**config.mk**
```make
export PLATFORM = sky130hd
export DESIGN_NAME = fp_sum_reducer
export DESIGN_NICKNAME = d
export VERILOG_FILES = /design/src/rtl/fp_sum_reducer.sv
export SDC_FILE = /design/constraint.sdc
export NUM_CORES = 1
export LEC_CHECK = 0
export ABC_AREA = 0
export CORE_MARGIN = 2
export CORE_UTILIZATION = 63
export CTS_CLUSTER_SIZE = 10
export DETAILED_ROUTE_END_ITERATION = 16
export HOLD_SLACK_MARGIN = 0.08
export PLACE_DENSITY = 0.86
export SLEW_MARGIN = 5
export SYNTH_ARGS = -nofsm -noshare
export SYNTH_HDL_FRONTEND = slang
export SYNTH_SLANG_ARGS = --single-unit
```
**constraint.sdc**
```tcl
create_clock -name clock -period 37.2 [get_ports clock]
set_clock_uncertainty 0.05 [all_clocks]
set_input_delay 9.3 -clock clock [delete_from_list [all_inputs] [get_ports clock]]
set_output_delay 9.3 -clock clock [all_outputs]
set_load 0.02 [all_outputs]
```
**src/rtl/fp_sum_reducer.sv**
```systemverilog
// Tree-reduces cmd_len FP elements to one sum by recirculating adder results through an operand FIFO.
// Latency depends on adder depth and backpressure; results take priority over elements, and the occupancy count reserves FIFO space for sums in flight.
module fp_sum_reducer #(
    parameter int data_format = 0,  // 0: FP32, 1: FP16, 2: FP64
    parameter int DEPTH       = 8,
    parameter int LEN_W       = 16,
    localparam int fp_len     = (data_format == 1) ? 16 : (data_format == 2) ? 64 : 32
) (
    input  logic              clock,
    input  logic              reset,
    input  logic [LEN_W-1:0]  cmd_len,
    input  logic              cmd_valid,
    output logic              cmd_ready,
    input  logic [fp_len-1:0] elem,
    input  logic              elem_valid,
    output logic              elem_ready,
    output logic [fp_len-1:0] add_a,
    output logic [fp_len-1:0] add_b,
    output logic              add_a_valid,
    output logic              add_b_valid,
    input  logic              add_a_ready,
    input  logic              add_b_ready,
    input  logic [fp_len-1:0] add_sum,
    input  logic              add_sum_valid,
    output logic              add_sum_ready,
    output logic [fp_len-1:0] result,
    output logic              result_valid,
    input  logic              result_ready
);

    localparam logic [1:0] IDLE  = 2'd0;
    localparam logic [1:0] ACCUM = 2'd1;
    localparam logic [1:0] DONE  = 2'd2;

    localparam int PW = (DEPTH > 1) ? $clog2(DEPTH) : 1;
    localparam int CW = $clog2(DEPTH + 1);
    localparam int OW = ((LEN_W > CW) ? LEN_W : CW) + 1;

    logic [1:0]        state;
    logic [LEN_W-1:0]  len;
    logic [LEN_W-1:0]  elems_in;
    logic [LEN_W-1:0]  adds_out;
    logic [LEN_W-1:0]  adds_done;
    logic [fp_len-1:0] mem [DEPTH];
    logic [PW-1:0]     rd_ptr;
    logic [PW-1:0]     rd_ptr_nxt1;
    logic [PW-1:0]     wr_ptr;
    logic [CW-1:0]     fifo_count;
    logic [OW-1:0]     occ;
    logic              in_accum;
    logic              cmd_fire;
    logic              elem_fire;
    logic              sum_fire;
    logic              issue_fire;
    logic              push;
    logic              finish;
    logic [fp_len-1:0] push_dat;

    function automatic logic [PW-1:0] ptr_add(input logic [PW-1:0] p, input int step);
        int s;
        s = int'(p) + step;
        if (s >= DEPTH) s = s - DEPTH;
        return PW'(s);
    endfunction

    always_comb begin
        in_accum      = (state == ACCUM);
        // Sums still inside the adder already own a FIFO slot, so a returning result always fits.
        occ           = OW'(fifo_count) + OW'(adds_out - adds_done);
        cmd_ready     = (state == IDLE) && !reset;
        elem_ready    = in_accum && (elems_in < len) && !add_sum_valid && (occ < OW'(DEPTH));
        add_sum_ready = in_accum;
        add_a_valid   = in_accum && (fifo_count >= CW'(2));
        add_b_valid   = add_a_valid;
        rd_ptr_nxt1   = ptr_add(rd_ptr, 1);
        add_a         = mem[rd_ptr];
        add_b         = mem[rd_ptr_nxt1];
        result_valid  = (state == DONE);
        cmd_fire      = cmd_valid && cmd_ready;
        elem_fire     = elem_valid && elem_ready;
        sum_fire      = add_sum_valid && add_sum_ready;
        issue_fire    = add_a_valid && add_a_ready && add_b_ready;
        push          = elem_fire || sum_fire;
        push_dat      = sum_fire ? add_sum : elem;
        finish        = in_accum && (elems_in == len) && (adds_done == len - LEN_W'(1))
                        && (fifo_count == CW'(1));
    end

    always_ff @(posedge clock or posedge reset) begin
        if (reset) begin
            state      <= IDLE;
            len        <= '0;
            elems_in   <= '0;
            adds_out   <= '0;
            adds_done  <= '0;
            rd_ptr     <= '0;
            wr_ptr     <= '0;
            fifo_count <= '0;
            result     <= '0;
            for (int i = 0; i < DEPTH; i++) mem[i] <= '0;
        end else begin
            case (state)
                IDLE: begin
                    if (cmd_fire) begin
                        len       <= cmd_len;
                        elems_in  <= '0;
                        adds_out  <= '0;
                        adds_done <= '0;
                        if (cmd_len == '0) begin
                            result <= '0;
                            state  <= DONE;
                        end else begin
                            state <= ACCUM;
                        end
                    end
                end
                ACCUM: begin
                    if (elem_fire)  elems_in  <= elems_in + LEN_W'(1);
                    if (issue_fire) adds_out  <= adds_out + LEN_W'(1);
                    if (sum_fire)   adds_done <= adds_done + LEN_W'(1);
                    // Pushes only touch the tail, so held operands at the head stay stable.
                    if (push) begin
                        mem[wr_ptr] <= push_dat;
                        wr_ptr      <= ptr_add(wr_ptr, 1);
                    end
                    if (issue_fire)  rd_ptr <= ptr_add(rd_ptr, 2);
                    else if (finish) rd_ptr <= rd_ptr_nxt1;
                    fifo_count <= fifo_count + CW'(push)
                                  - (issue_fire ? CW'(2) : (finish ? CW'(1) : CW'(0)));
                    if (finish) begin
                        result <= mem[rd_ptr];
                        state  <= DONE;
                    end
                end
                DONE: begin
                    if (result_ready) state <= IDLE;
                end
                default: state <= IDLE;
            endcase
        end
    end

endmodule
```
==> impl_metrics.json, run 1 <==
{
  "setup_tns_ns": 0,
  "firstDrtPassIters": 5,
  "routed_via_density": 6.44,
  "synth-main-ff-cell": "dfrtp_1",
  "port_buffers": 189,
  "syn_area_sq_mm": 0.0206,
  "r2r_cells": 17,
  "stdcell_count": 2294,
  "yosys_register_bits": 364,
  "sw_frac_of_total": 0.384,
  "gp_congestion": 0.895,
  "setup_viol": 0,
  "cts_tree": "built",
  "grt_remaining_overflow": 0,
  "dp_hpwl_mm": 33.2,
  "clock-sinks": 364,
  "max_slew_margin": 0.169,
  "power_switching_uw": 782,
  "die-area_sq_mm": 0.0342,
  "fin_crit_ns": 21.18,
  "clk_latency_ns": 0.55,
  "rrSetupSlack_ns": 31.47,
  "maxCapViolations": 0,
  "coreArea_sq_mm": 0.0324,
  "first_iter_violations": 1154,
  "arrival_ns": 11.83,
  "comb_power_share": 0.479,
  "hp-class": "flop to flop",
  "synthArstFlopShare": 1.00,
  "yosys_warnings": 0,
  "drive_gt1_frac": 0.239,
  "final_area_sq_mm": 0.0241,
  "holdCritStartpoint": "result[12]$_DFFE_PP0P_",
  "grt_pass1_vias": 15300,
  "hold_path_end": "result[12]$_DFFE_PP0P_",
  "grt_pass1_wl_mm": 83.9,
  "pwr-share-seq": 0.338,
  "diodes": 0,
  "syn-num-nets": 1833,
  "grt_max_degree": 141,
  "syn_area_per_cell_sq_um": 12.2,
  "row_count": 66,
  "antenna_left": 0,
  "ir_drop_uv": 59.0,
  "cts_hold_buf": 0,
  "start_kind": "input pin",
  "ios": 190,
  "routed_wl_mm": 53.0,
  "syn-instance-count": 1685,
  "cts_buffers": 43,
  "dr_total_vias": 14800,
  "fin_crit_sh": 0.569,
  "grtUsageTotal": 0.319,
  "htreeDepth": 2,
  "multi_input_area_sq_mm": 0.0110,
  "rsz0062_at_grt": "no",
  "ys_seq_area_frac": 0.441,
  "r2r-end": "fifo_count[2]$_DFFE_PP0P_",
  "path_max_fanout": 3,
  "die_h_microns": 185,
  "synth_enable_flop_cells": 0,
  "hold_depth": 2,
  "regArea_sq_mm": 0.00911,
  "placed_cells": 2240,
  "fin_nets": 1991,
  "wl_per_cell_microns": 23.1,
  "fmax_ghz": 0.0472,
  "postCtsSetupRepairBufs": 0,
  "required_ns": 27.85,
  "whs_ns": 0.417,
  "start_util": 0.638,
  "power.density_mw_per_mm2": 84.5,
  "antenna_found_initial": 0,
  "regToRegStartpoint": "adds_done[3]$_DFFE_PP0P_",
  "cts_root_buf": "clkbuf_16",
  "synth.distinct_cells": 73,
  "post_dp_cell_area_sq_mm": 0.0229,
  "leakagePower_nw": 10.5,
  "criticalPathCategory": "input pin to primary output",
  "drc_errors": 0,
  "p_clk_frac": 0.183,
  "die_width_microns": 185,
  "power.internal_mw": 1.25,
  "tightestPinTransition_ns": 1.24,
  "outcome": "complete, no violations",
  "syn_to_final_growth_pct": 16.6,
  "critPathCaptureType": "primary output",
  "path_clk_slew_ns": 0.05,
  "hold_viol": 0,
  "cts_resized": 0,
  "cts.path.max_buffers": 3,
  "nFillCells": 2005,
  "drv_slew": 0
}
-- through the flow --
| step | util | power (mW) | setup WS, ns |
|---|---|---|---|
| 6_report | 0.744 | 2.03 | 16.02 |
| 3_5_place_dp | 0.707 | 1.64 | 16.02 |
| 2_1_floorplan | - | 1.29 | 16.82 |
| 3_3_place_gp | 0.707 | 1.59 | 16.07 |
| 5_1_grt | 0.744 | 2.13 | 15.80 |
| 4_1_cts | 0.744 | 2.03 | 16.00 |
-- cell families (layout without fill, tap and decap cells) --
group | after synthesis | in the layout | share of synthesized area
AO/OA/AOI/OAI | 128 | 128 | 0.0430
flip-flops | 364 | 364 | 0.441
AND/OR/NAND/NOR | 465 | 465 | 0.103
buffers and inverters | 154 | 321 | 0.0313
multiplexers | 459 | 459 | 0.320
XOR/XNOR | 55 | 55 | 0.0233
adder cells (fa/ha/maj) | 60 | 60 | 0.0378
-- placed cells by master, fill, tap and decap left out, types with 30 or more instances in the layout --
master           synthesis  layout
o21ai_0                 39      39
mux2_2                 214     214
inv_1                   57      56
mux2_1                 107     107
clkbuf_16                0      43
nand2_1                271     270
ha_1                    56      55
xnor2_1                 30      30
clkdlybuf4s50_1          0     189
mux4_2                 128     128
dfrtp_1                364     361
nor2_1                  50      50
-- power by group through the flow --
| stage | Combinational (mW) | Clock, mW | Sequential (mW) |
|---|---|---|---|
| final | 0.975 | 0.372 | 0.687 |
| after global routing | 1.04 | 0.392 | 0.704 |
| after CTS | 0.974 | 0.376 | 0.683 |
| after detailed placement | 0.959 | 0 | 0.682 |
| after global placement | 0.932 | 0 | 0.661 |
| after floorplan | 0.645 | 0 | 0.649 |
-- synth_stat cells (5+ instances only) --
library cell  instances  area share
dfrtp_1             364        0.44
nand2_1             271       0.049
mux2_2              214        0.12
mux4_2              128        0.14
mux2_1              107       0.058
inv_1                57       0.010
ha_1                 56       0.034
nor2_1               50      0.0091
clkbuf_1             41      0.0075
o21ai_0              39      0.0095
xnor2_1              30       0.013
nand3_1              27      0.0065
nand4_1              27      0.0082
a21oi_1              26      0.0063
xor2_1               25       0.011
buf_1                22      0.0040
buf_2                22      0.0053
nor3_1               12      0.0029
nor4_1               12      0.0036
buf_4                11      0.0040
nand2b_1             11      0.0033
and3_1               10      0.0030
mux2i_1              10      0.0049
or3_1                 9      0.0027
nor2b_1               6      0.0018
a21oi_2               5      0.0021
a31oi_1               5      0.0015
and2_1                5      0.0015
and4_1                5      0.0021
-- critical path: stages --
cell and delay (ns):
clkdlybuf4s50_1 0.45, nor4b_1 0.33, nand4_1 0.14, a2111oi_0 0.29
and4_1 0.28, nand4_1 0.10, nor4b_1 0.30, clkdlybuf4s50_1 0.65
-- registers in the layout (all words and copies together), names as in the netlist, 4 cells and up --
register and cells:
mem 256, result 32, adds_done 16, adds_out 16, elems_in 16, len 16
fifo_count 4
-- how the worst max path moves through the flow --
stage | cells after the start | to | from | slack, ns
final | 8 | elem_ready | add_sum_valid | 16.02
after global routing | 8 | elem_ready | add_sum_valid | 15.80
after CTS | 8 | elem_ready | add_sum_valid | 16.00
after detailed placement | 8 | elem_ready | add_sum_valid | 16.02
after global placement | 8 | elem_ready | add_sum_valid | 16.07
after floorplan | 6 | elem_ready | add_sum_valid | 16.82
-- metal layers --
layer	GRT usage	up-vias	wire [microns]
met2	0.533	583	26300
met4	0.124	0	1850
met3	0.0541	149	3720
li1	-	6454	-
met1	0.421	7594	21100
met5	0	-	0
-- area by class of cell --
type / count / area share
Timing Repair Buffer: 209 / 0.0848
Inverter: 58 / 0.00936
Sequential cell: 364 / 0.379
Clock buffer: 49 / 0.0465
Clock inverter: 5 / 0.00260
Multi-Input combinational cell: 1167 / 0.455
Tap cell: 442 / 0.0230
No activity file was read; power rests on OpenSTA's default activity.
==> inputs of run 2 (changes only) <==
Settings changed: CORE_UTILIZATION 63 to 59, PLACE_DENSITY 0.86 to 0.82.
Clock period 37.2 ns to 21.9 ns, I/O delays scaled along.
==> run 2 against run 1 <==
  * Sequential power up 69%
  * Global-route usage shrank 3.1 points
  * First-iteration DRC count is 17% lower
  * Sequential share of layout area down 0.12 points
  * Total power rose by 69%
  * Wire length is 2.8% lower
  * Final cell count increased by 0.78%
  * Critical path depth stayed put
  * Count of clock-buffer cells in the layout increased by 4
==> impl_metrics.json, run 2 (synthesized netlist as in run 1, its figures left out) <==
{
  "clk_latency_ns": 0.57,
  "fin_nets": 1993,
  "critPathSlowestCell": "clkdlybuf4s50_1",
  "grt_pass1_vias": 15000,
  "fin_crit_sh": 0.619,
  "cts.path.max_buffers": 3,
  "finalPower_mw": 3.45,
  "stdcell_count": 2312,
  "port_buffers": 189,
  "cts_root_buf": "clkbuf_16",
  "routed_via_density": 6.26,
  "grt_remaining_overflow": 0,
  "final_common_cell": "dfrtp_1",
  "cts_hold_buf": 0,
  "crit_family": "simple AND/OR/NAND/NOR gates",
  "die_h_microns": 191,
  "placed_cells": 2255,
  "critPathCaptureType": "primary output",
  "routed_wl_mm": 51.6,
  "setup_tns_ns": 0,
  "path_clk_slew_ns": 0.05,
  "grt_max_degree": 135,
  "dr_total_vias": 14500,
  "criticalPathCategory": "input pin to primary output",
  "cts_resized": 0,
  "hold_viol": 0,
  "first_iter_violations": 953,
  "coreArea_sq_mm": 0.0345,
  "required_ns": 16.38,
  "cts_tree": "built",
  "drc_errors": 0,
  "largestRegisters": "mem (256), result (32)",
  "grtUsageTotal": 0.288,
  "drive_gt1_frac": 0.240,
  "regMostFlops": "mem",
  "path_buf_inv": 2,
  "setup_viol": 0,
  "syn_to_final_growth_pct": 17.0,
  "maxCapViolations": 0,
  "power.density_mw_per_mm2": 143,
  "gp_congestion": 0.877,
  "row_count": 68,
  "htreeDepth": 2,
  "mostFrequentLayoutCells": "dfrtp_1 (361), nand2_1 (270), mux2_2 (214)",
  "clock-sinks": 364,
  "tightestPinTransition_ns": 1.18,
  "leakagePower_nw": 10.5,
  "outcome": "complete, no violations",
  "rsz0062_at_grt": "no",
  "cts_buffers": 43,
  "ir_drop_uv": 85.9,
  "die_width_microns": 191,
  "whs_ns": 0.414,
  "dp_hpwl_mm": 33.1,
  "fin_crit_ns": 13.55,
  "firstDrtPassIters": 5,
  "cp_slowest_stage_delay_ns": 0.66,
  "antenna_found_initial": 0,
  "arrival_ns": 8.02,
  "wl_per_cell_microns": 22.3,
  "path_max_fanout": 3,
  "antenna_left": 0,
  "diodes": 0,
  "start_util": 0.599,
  "hp-class": "flop to flop",
  "largest_reg_flops": 256,
  "postCtsSetupRepairBufs": 0,
  "die-area_sq_mm": 0.0365,
  "max_slew_margin": 0.209,
  "grt_pass1_wl_mm": 81.8,
  "start_kind": "input pin",
  "drv_slew": 0,
  "fmax_ghz": 0.0738,
  "final_util": 0.701,
  "ios": 190,
  "path_cells": "clkdlybuf4s50_1 > nor4b_1 > nand4_1 > a2111oi_0 > and4_1 > nand4_1 > nor4b_1 > clkdlybuf4s50_1"
}
run 2: worst paths after layout:
| kind | startpoint | endpoint | slack, ns | cells after the start |
|---|---|---|---|---|
| setup / recovery | add_sum_valid | elem_ready | 8.35 | 8 |
| hold / removal | result[30]$_DFFE_PP0P_ | result[30]$_DFFE_PP0P_ | 0.41 | 2 |
| setup reg to reg | adds_done[2]$_DFFE_PP0P_ | fifo_count[2]$_DFFE_PP0P_ | 16.29 | 17 |
| hold reg to reg | result[30]$_DFFE_PP0P_ | result[30]$_DFFE_PP0P_ | 0.41 | 2 |
| max in group asynchronous | reset | rd_ptr[0]$_DFFE_PP0P_ | 14.45 | 3 |
| min in group asynchronous | reset | state[1]$_DFFE_PP0P_ | 5.45 | 2 |
run 2: stage by stage:
step                      worst slack [ns]  instance area, sq um
after detailed placement              8.34                 22900
final                                 8.35                 24200
after global placement                8.41                 22900
after floorplan                       6.27                 20600
after global routing                  8.21                 24200
after CTS                             8.32                 24200
run 2: metal layers:
metal	vias to the layer above	track usage	part of all wire	routed length (microns)
li1	6425	-	-	-
met2	467	0.485	0.50	25700
met5	-	0	0	0
met1	7461	0.384	0.42	21400
met3	116	0.0398	0.054	2780
met4	0	0.103	0.033	1680
run 2: final cells by class:
class	instances	area, sq um
Clock buffer	53	1150
Clock inverter	4	75.1
Fill cell	2425	10300
Inverter	58	225
Multi-Input combinational cell	1167	11000
Sequential cell	364	9110
Tap cell	455	569
Timing Repair Buffer	211	2060
run 2: worst reg2reg max path, stage by stage, from the launching register on:
cell and delay [ns]:
dfrtp_1 0.46, inv_1 0.13, fa_1 0.47, ha_1 0.34, a21oi_1 0.26, a211oi_1 0.16, or3_1 0.37, a2bb2oi_1 0.27
nand4_1 0.32, nor3_1 0.99, a21oi_1 0.34, ha_1 0.37, inv_1 0.04, ha_1 0.20, fa_1 0.38, xor2_1 0.17
nand2_1 0.06, o21ai_0 0.09
run 2: where the power goes:
part	internal (mW)	switching [mW]	total [mW]
clock	0.370	0.272	0.642
sequential	0.941	0.215	1.16
combinational	0.826	0.822	1.65
